### config.mk
export PLATFORM = sky130hd
export DESIGN_NAME = inverse_pwm_multi_flat
export DESIGN_NICKNAME = d
export VERILOG_FILES = /design/src/rtl/knight_pkg.sv /design/src/rtl/inverse_pwm_multi_if.sv /design/src/rtl/pwm_chan_acc.sv /design/src/rtl/inverse_pwm_multi.sv /design/src/flat_wrapper.sv
export SDC_FILE = /design/constraint.sdc
export NUM_CORES = 1
export LEC_CHECK = 0
export BUFFER_PORTS_ARGS = -buffer_cell sky130_fd_sc_hd__buf_2
export CAP_MARGIN = 40
export CORE_UTILIZATION = 42
export CTS_CLUSTER_SIZE = 40
export DETAILED_ROUTE_END_ITERATION = 6
export PLACE_DENSITY = 0.59
export SLEW_MARGIN = 15
export SYNTH_ARGS = -nofsm -noshare
export SYNTH_HDL_FRONTEND = slang
export SYNTH_SLANG_ARGS = --single-unit
### constraint.sdc
create_clock -name clk -period 2.7 [get_ports clk]
set_input_delay 0.27 -clock clk [delete_from_list [all_inputs] [get_ports clk]]
set_output_delay 0.27 -clock clk [all_outputs]
set_load 0.01 [all_outputs]
### src/rtl/knight_pkg.sv
// rtl/knight_pkg.sv - shared defaults and slice helper for the inverse PWM capture blocks
// Purpose: default period width / averaging depth, and the flattened-bus offset helper
// used wherever a per-channel field is packed into one wide vector.
package knight_pkg;

  localparam int PWM_WIDTH_DEF = 11;
  localparam int PWM_AVG_DEF   = 0;

  // Bit offset of field ch in a vector of equally sized fields of the given width.
  function automatic int pwm_idx(input int ch, input int width);
    return ch * width;
  endfunction

endpackage

### src/rtl/inverse_pwm_multi_if.sv
// rtl/inverse_pwm_multi_if.sv - capture-control and result bus of inverse_pwm_multi
// Purpose: groups enable, raw PWM inputs and the registered results.
//   en        capture enable (driven by master)
//   PWM_sig   raw asynchronous PWM inputs, one bit per channel (driven by master)
//   duty_out  per-channel high count, channel i at [i*WIDTH +: WIDTH]
//   diff_out  signed pair difference, pair p at [p*(WIDTH+1) +: WIDTH+1]
//   stuck     1 = channel had no transition during the last window
//   vld       one-cycle strobe marking new results
interface inverse_pwm_multi_if #(
  parameter int NUM_CH = 4,
  parameter int WIDTH  = knight_pkg::PWM_WIDTH_DEF
);

  logic                              en;
  logic [NUM_CH-1:0]                 PWM_sig;
  logic [NUM_CH*WIDTH-1:0]           duty_out;
  logic [(NUM_CH/2)*(WIDTH+1)-1:0]   diff_out;
  logic [NUM_CH-1:0]                 stuck;
  logic                              vld;

  modport master (
    output en, PWM_sig,
    input  duty_out, diff_out, stuck, vld
  );

  modport slave (
    input  en, PWM_sig,
    output duty_out, diff_out, stuck, vld
  );

endinterface

### src/rtl/pwm_chan_acc.sv
// rtl/pwm_chan_acc.sv - single-channel synchronizer, high-time accumulator and edge flag
// Purpose: counts synchronized high cycles over one averaging window and remembers
// whether the channel toggled in that window.
//   clk, rst_n  clock, asynchronous active-low reset
//   en_i        capture enable; low clears accumulator and edge flag
//   pb_i        period boundary cycle (not counted)
//   we_i        window end cycle (clears accumulator and edge flag)
//   pwm_i       raw asynchronous PWM input
//   duty_o      accumulator divided by 2^AVG_LOG2 (truncating)
//   seen_o      1 = a transition was observed in the current window
module pwm_chan_acc import knight_pkg::*; #(
  parameter int WIDTH       = PWM_WIDTH_DEF,
  parameter int AVG_LOG2    = PWM_AVG_DEF,
  parameter int SYNC_STAGES = 2
) (
  input  logic             clk,
  input  logic             rst_n,
  input  logic             en_i,
  input  logic             pb_i,
  input  logic             we_i,
  input  logic             pwm_i,
  output logic [WIDTH-1:0] duty_o,
  output logic             seen_o
);

  localparam int AW = WIDTH + AVG_LOG2;

  logic [SYNC_STAGES-1:0] sync_q;
  logic                   prev_q;
  logic                   pwm_s;
  logic [AW-1:0]          acc_q, acc_d;
  logic                   seen_q, seen_d;

  assign pwm_s = sync_q[SYNC_STAGES-1];

  // Clear wins over a same-cycle high sample or edge at the window end.
  always_comb begin
    acc_d  = acc_q;
    seen_d = seen_q;
    if (!en_i || we_i) begin
      acc_d  = '0;
      seen_d = 1'b0;
    end else begin
      if (!pb_i) begin
        acc_d = acc_q + AW'(pwm_s);
      end
      if (pwm_s != prev_q) begin
        seen_d = 1'b1;
      end
    end
  end

  always_ff @(posedge clk or negedge rst_n) begin
    if (!rst_n) begin
      sync_q <= '0;
      prev_q <= 1'b0;
      acc_q  <= '0;
      seen_q <= 1'b0;
    end else begin
      sync_q <= {sync_q[SYNC_STAGES-2:0], pwm_i};
      prev_q <= pwm_s;
      acc_q  <= acc_d;
      seen_q <= seen_d;
    end
  end

  assign duty_o = acc_q[AW-1:AVG_LOG2];
  assign seen_o = seen_q;

endmodule

### src/rtl/inverse_pwm_multi.sv
// rtl/inverse_pwm_multi.sv - multi-channel PWM duty capture with averaging and pair differences
// Purpose: measures high time per channel over 2^WIDTH-cycle periods, optionally averaged
// over 2^AVG_LOG2 periods, and reports per-pair signed differences and stuck channels.
//   clk, rst_n  clock, asynchronous active-low reset
//   bus         inverse_pwm_multi_if slave: en, PWM_sig in; duty_out, diff_out, stuck, vld out
module inverse_pwm_multi import knight_pkg::*; #(
  parameter int NUM_CH      = 4,
  parameter int WIDTH       = PWM_WIDTH_DEF,
  parameter int AVG_LOG2    = PWM_AVG_DEF,
  parameter int SYNC_STAGES = 2
) (
  input  logic                clk,
  input  logic                rst_n,
  inverse_pwm_multi_if.slave  bus
);

  localparam int NP = NUM_CH / 2;
  localparam int DW = WIDTH + 1;

  if (NUM_CH % 2 != 0) begin : g_bad_num_ch
    $error("inverse_pwm_multi: NUM_CH must be even");
  end
  if (SYNC_STAGES < 2) begin : g_bad_sync
    $error("inverse_pwm_multi: SYNC_STAGES must be at least 2");
  end

  logic [WIDTH-1:0]        per_cnt_q, per_cnt_d;
  logic                    pb;
  logic                    we;
  logic [NUM_CH*WIDTH-1:0] trunc;
  logic [NUM_CH-1:0]       seen;

  logic [NUM_CH*WIDTH-1:0] duty_q, duty_d;
  logic [NP*DW-1:0]        diff_q, diff_d;
  logic [NUM_CH-1:0]       stuck_q, stuck_d;
  logic                    vld_q, vld_d;

  always_comb begin
    per_cnt_d = '0;
    if (bus.en) begin
      per_cnt_d = per_cnt_q + WIDTH'(1);
    end
  end

  assign pb = bus.en & (&per_cnt_q);

  if (AVG_LOG2 > 0) begin : g_win
    logic [AVG_LOG2-1:0] win_cnt_q, win_cnt_d;

    always_comb begin
      win_cnt_d = win_cnt_q;
      if (!bus.en) begin
        win_cnt_d = '0;
      end else if (pb) begin
        win_cnt_d = win_cnt_q + AVG_LOG2'(1);
      end
    end

    always_ff @(posedge clk or negedge rst_n) begin
      if (!rst_n) begin
        win_cnt_q <= '0;
      end else begin
        win_cnt_q <= win_cnt_d;
      end
    end

    assign we = pb & (&win_cnt_q);
  end else begin : g_no_win
    assign we = pb;
  end

  for (genvar i = 0; i < NUM_CH; i++) begin : g_chan
    pwm_chan_acc #(
      .WIDTH       (WIDTH),
      .AVG_LOG2    (AVG_LOG2),
      .SYNC_STAGES (SYNC_STAGES)
    ) u_chan (
      .clk    (clk),
      .rst_n  (rst_n),
      .en_i   (bus.en),
      .pb_i   (pb),
      .we_i   (we),
      .pwm_i  (bus.PWM_sig[i]),
      .duty_o (trunc[pwm_idx(i, WIDTH) +: WIDTH]),
      .seen_o (seen[i])
    );
  end

  // Differences use the values being loaded this cycle, not the previous duty_out.
  always_comb begin
    duty_d  = duty_q;
    diff_d  = diff_q;
    stuck_d = stuck_q;
    vld_d   = we;
    if (we) begin
      duty_d  = trunc;
      stuck_d = ~seen;
      for (int p = 0; p < NP; p++) begin
        diff_d[p*DW +: DW] = {1'b0, trunc[pwm_idx(2*p, WIDTH) +: WIDTH]}
                           - {1'b0, trunc[pwm_idx(2*p+1, WIDTH) +: WIDTH]};
      end
    end
  end

  always_ff @(posedge clk or negedge rst_n) begin
    if (!rst_n) begin
      per_cnt_q <= '0;
      duty_q    <= '0;
      diff_q    <= '0;
      stuck_q   <= '0;
      vld_q     <= 1'b0;
    end else begin
      per_cnt_q <= per_cnt_d;
      duty_q    <= duty_d;
      diff_q    <= diff_d;
      stuck_q   <= stuck_d;
      vld_q     <= vld_d;
    end
  end

  assign bus.duty_out = duty_q;
  assign bus.diff_out = diff_q;
  assign bus.stuck    = stuck_q;
  assign bus.vld      = vld_q;

endmodule

### src/flat_wrapper.sv
// flat-port wrapper written by rule: the top's interface ports become plain ports
module inverse_pwm_multi_flat import knight_pkg::*;
#(
  parameter int NUM_CH      = 4,
  parameter int WIDTH       = PWM_WIDTH_DEF,
  parameter int AVG_LOG2    = PWM_AVG_DEF,
  parameter int SYNC_STAGES = 2
)
  (clk, rst_n, bus_en, bus_PWM_sig, bus_duty_out, bus_diff_out, bus_stuck, bus_vld);
  inverse_pwm_multi_if #(.NUM_CH(NUM_CH), .WIDTH(WIDTH)) bus_i ();
  input  logic clk;
  input  logic rst_n;
  input wire logic [$bits(bus_i.en)-1:0] bus_en;
  input wire logic [$bits(bus_i.PWM_sig)-1:0] bus_PWM_sig;
  output wire logic [$bits(bus_i.duty_out)-1:0] bus_duty_out;
  output wire logic [$bits(bus_i.diff_out)-1:0] bus_diff_out;
  output wire logic [$bits(bus_i.stuck)-1:0] bus_stuck;
  output wire logic [$bits(bus_i.vld)-1:0] bus_vld;
  assign bus_i.en = bus_en;
  assign bus_i.PWM_sig = bus_PWM_sig;
  assign bus_duty_out = bus_i.duty_out;
  assign bus_diff_out = bus_i.diff_out;
  assign bus_stuck = bus_i.stuck;
  assign bus_vld = bus_i.vld;
  inverse_pwm_multi #(.NUM_CH(NUM_CH), .WIDTH(WIDTH), .AVG_LOG2(AVG_LOG2), .SYNC_STAGES(SYNC_STAGES)) u_core (.clk(clk), .rst_n(rst_n), .bus(bus_i));
endmodule
==> flow_summary.json <==
{
  "netlist_instances": 667,
  "cap_violations": 0,
  "start_util_pct": 43.2,
  "layout_commonest_cell": "nand2_1",
  "fin_crit_ns": 2.19,
  "synth.avg_cell_area_um2": 9.87,
  "critPathRequiredTime_ns": 2.98,
  "max_stage_delay_ns": 0.40,
  "start_kind": "flop",
  "cts_root_buffer": "clkbuf_16",
  "path_max_fanout": 3,
  "nets": 798,
  "drtAntennaViolNets": 0,
  "wl_mm": 14.6,
  "num_rows": 45,
  "seq_area_frac_synth_pct": 54.7,
  "power_leakage_nw": 3.99,
  "io_pins": 80,
  "numCtsBuffers": 17,
  "arrival_ns": 2.47,
  "path_clk_slew_ns": 0.06,
  "cts_max_path_buffers": 2,
  "synthArstFlopShare_pct": 100,
  "io_buffer_count": 79,
  "cts_htree_levels": 4,
  "first_pass_iters": 4,
  "finalMaxSlewViolations": 0,
  "post-cts-setup-buffer-count": 0,
  "drive_gt1_share_pct": 15.8,
  "power_density_nw_per_um2": 623,
  "worstSetupPathType": "reg -> reg",
  "grt_setup_unrepaired": "false",
  "gp_congestion": 0.823,
  "tns_ns": 0,
  "finalHoldViolCount": 0,
  "dieArea_um2": 16200,
  "die_x_um": 127,
  "yosysUniqueCellTypes": 43,
  "fillerInstances": 1401,
  "syn-num-nets": 707,
  "max_freq_mhz": 457,
  "slowest_stage": "fa_1",
  "post_cts_resized": 0,
  "peakVddDrop_mv": 0.401,
  "final-setup-viol-count": 0,
  "die_h_um": 127,
  "design_area_um2": 7890,
  "cts_sinks": 144,
  "maxSlewHeadroom_pct": 55.3,
  "drt_iter0_drc": 277,
  "antenna_cells": 0,
  "post-route-period-util_pct": 81.1,
  "placed_area_um2": 7240,
  "vias": 4806,
  "grt.overflow.total": 0,
  "fin_skew_ns": 0.00962,
  "viasPerCell": 4.90,
  "synth.yosys.warnings": 0,
  "end_kind": "flop",
  "grt_max_degree": 75,
  "synth_edf_count": 0,
  "post-dp-hpwl_mm": 10.6,
  "first_global_vias": 4872,
  "crit_chain": "inv_1, ha_1, inv_1, fa_1, a21oi_1, o211ai_1, a221oi_1, xor2_1, o21ai_0",
  "synthFlopType": "dfrtp_1",
  "synthToLayoutAreaGrowth_pct": 19.9,
  "syn_area_um2": 6590,
  "critPathMostFrequentCell": "inv_1",
  "clock_latency_ns": 0.43,
  "hold_class": "in -> reg",
  "status": "complete, no violations",
  "routedWlPerCell_um": 14.9,
  "grt_pass1_wl_mm": 24.6,
  "antenna_found_initial": 0,
  "drcViolationCount": 0,
  "synth-seq-cells": 144,
  "final_cell_mix": "nand2_1, dfrtp_1, buf_2, nor2_1, o21ai_0",
  "tightest_slew_ns": 0.671,
  "cts_tree": "done",
  "grt.total_usage_pct": 19.9,
  "core_area_um2": 15300
}
==> critical path, delay by kind of cell (launching register included) <==
| family | cells | cell delay [ns] |
|---|---|---|
| AO/OA/AOI/OAI | 4 | 0.79 |
| adder cells (fa/ha/maj) | 2 | 0.56 |
| flip-flops | 1 | 0.38 |
| XOR/XNOR | 1 | 0.16 |
| buffers and inverters | 2 | 0.14 |
==> kinds of logic (layout without fill, tap and decap cells) <==
| family | after synthesis | in the layout | share of synthesized area, % |
|---|---|---|---|
| and+or+nand+nor | 282 | 282 | 18.8 |
| DFF | 144 | 144 | 54.7 |
| AOI/OAI and AO/OA | 94 | 94 | 8.25 |
| xor gates and xnor gates | 63 | 63 | 8.38 |
| buffers and inverters | 50 | 153 | 3.21 |
| adders and majority gates | 33 | 33 | 6.50 |
| muxes | 1 | 1 | 0.152 |
==> report_power, final <==
group	total [mW]	internal, mW	switching (mW)
clock	2.41	1.52	0.888
sequential	2.22	2.19	0.0260
combinational	0.292	0.115	0.177
total	4.91	3.82	1.09
==> metal layers <==
metal / up-vias / GRT usage, % / share of wire [%]
li1: 2391 / - / -
met1: 2323 / 25.9 / 48
met2: 76 / 33.0 / 47
met3: 16 / 3.52 / 2.6
met4: 0 / 8.26 / 1.8
met5: - / 0 / 0
==> per-stage QoR <==
step	utilization (%)	power, mW	worst slack [ns]	hold slack, ns	instances
floorplan	-	2.42	0.764	-0.0256	667
global placement	47.4	2.53	0.606	0.332	945
detailed placement	47.4	2.54	0.535	0.336	945
CTS	51.7	4.96	0.516	0.250	981
global route	51.7	5.09	0.275	0.287	981
finish	51.7	4.91	0.511	0.258	981
==> area by class of cell <==
cell class | instances | area [µm²] | area share [%]
clock buffer | 22 | 474 | 6.01
timing repair buffer | 93 | 532 | 6.74
clock inverter | 9 | 133 | 1.68
sequential | 144 | 3600 | 45.7
tap | 211 | 264 | 3.34
inverter | 29 | 109 | 1.38
multi-input combinational | 473 | 2780 | 35.2
==> final timing paths <==
kind / from / endpoint / slack [ns] / cells after the start
min: bus_en / u_core.per_cnt_q[0] / 0.26 / 2
min in group asynchronous: rst_n / u_core.bus.duty_out[38] / 0.42 / 2
max in group asynchronous: rst_n / u_core.g_chan[1].u_chan.duty_o[0] / 1.43 / 3
max: u_core.g_chan[0].u_chan.duty_o[0] / u_core.bus.diff_out[8] / 0.51 / 9
max reg2reg: u_core.g_chan[0].u_chan.duty_o[0] / u_core.bus.diff_out[8] / 0.51 / 9
min reg2reg: u_core.g_chan[2].u_chan.sync_q[0] / u_core.g_chan[2].u_chan.sync_q[1] / 0.34 / 0
==> synthesized netlist by cell type (all sizes together), types with 4 or more instances <==
| cell type | number | area share, % |
|---|---|---|
| nand2 | 148 | 8.4 |
| dfrtp | 144 | 55 |
| nor2 | 57 | 3.2 |
| o21ai | 52 | 4.0 |
| xnor2 | 38 | 5.1 |
| ha | 31 | 5.9 |
| inv | 29 | 1.7 |
| xor2 | 25 | 3.3 |
| nand3 | 24 | 2.0 |
| a21oi | 19 | 1.5 |
| and2 | 13 | 1.3 |
| and3 | 13 | 1.2 |
| buf | 12 | 1.0 |
| clkbuf | 9 | 0.51 |
| a21o | 6 | 0.68 |
| nand2b | 6 | 0.57 |
| nor3 | 6 | 0.46 |
| and4 | 4 | 0.57 |
| nor4 | 4 | 0.38 |
==> registers in the layout, indices dropped and copies added, names as in the netlist <==
signal / cells
u_core.g_chan.u_chan.sync_q: 8
u_core.bus.diff_out: 24
u_core.g_chan.u_chan.seen_o: 4
u_core.g_chan.u_chan.duty_o: 44
u_core.per_cnt_q: 11
u_core.bus.duty_out: 44
u_core.bus.stuck: 4
u_core.bus.vld: 1
u_core.g_chan.u_chan.prev_q: 4
==> what timing repair did <==
action | in CTS | in global routing
hold buffers | 5 | 0
setup endpoints to repair | 0 | 0
endpoints found under the hold margin | 75 | 0
No activity file was read; power rests on OpenSTA's default activity.
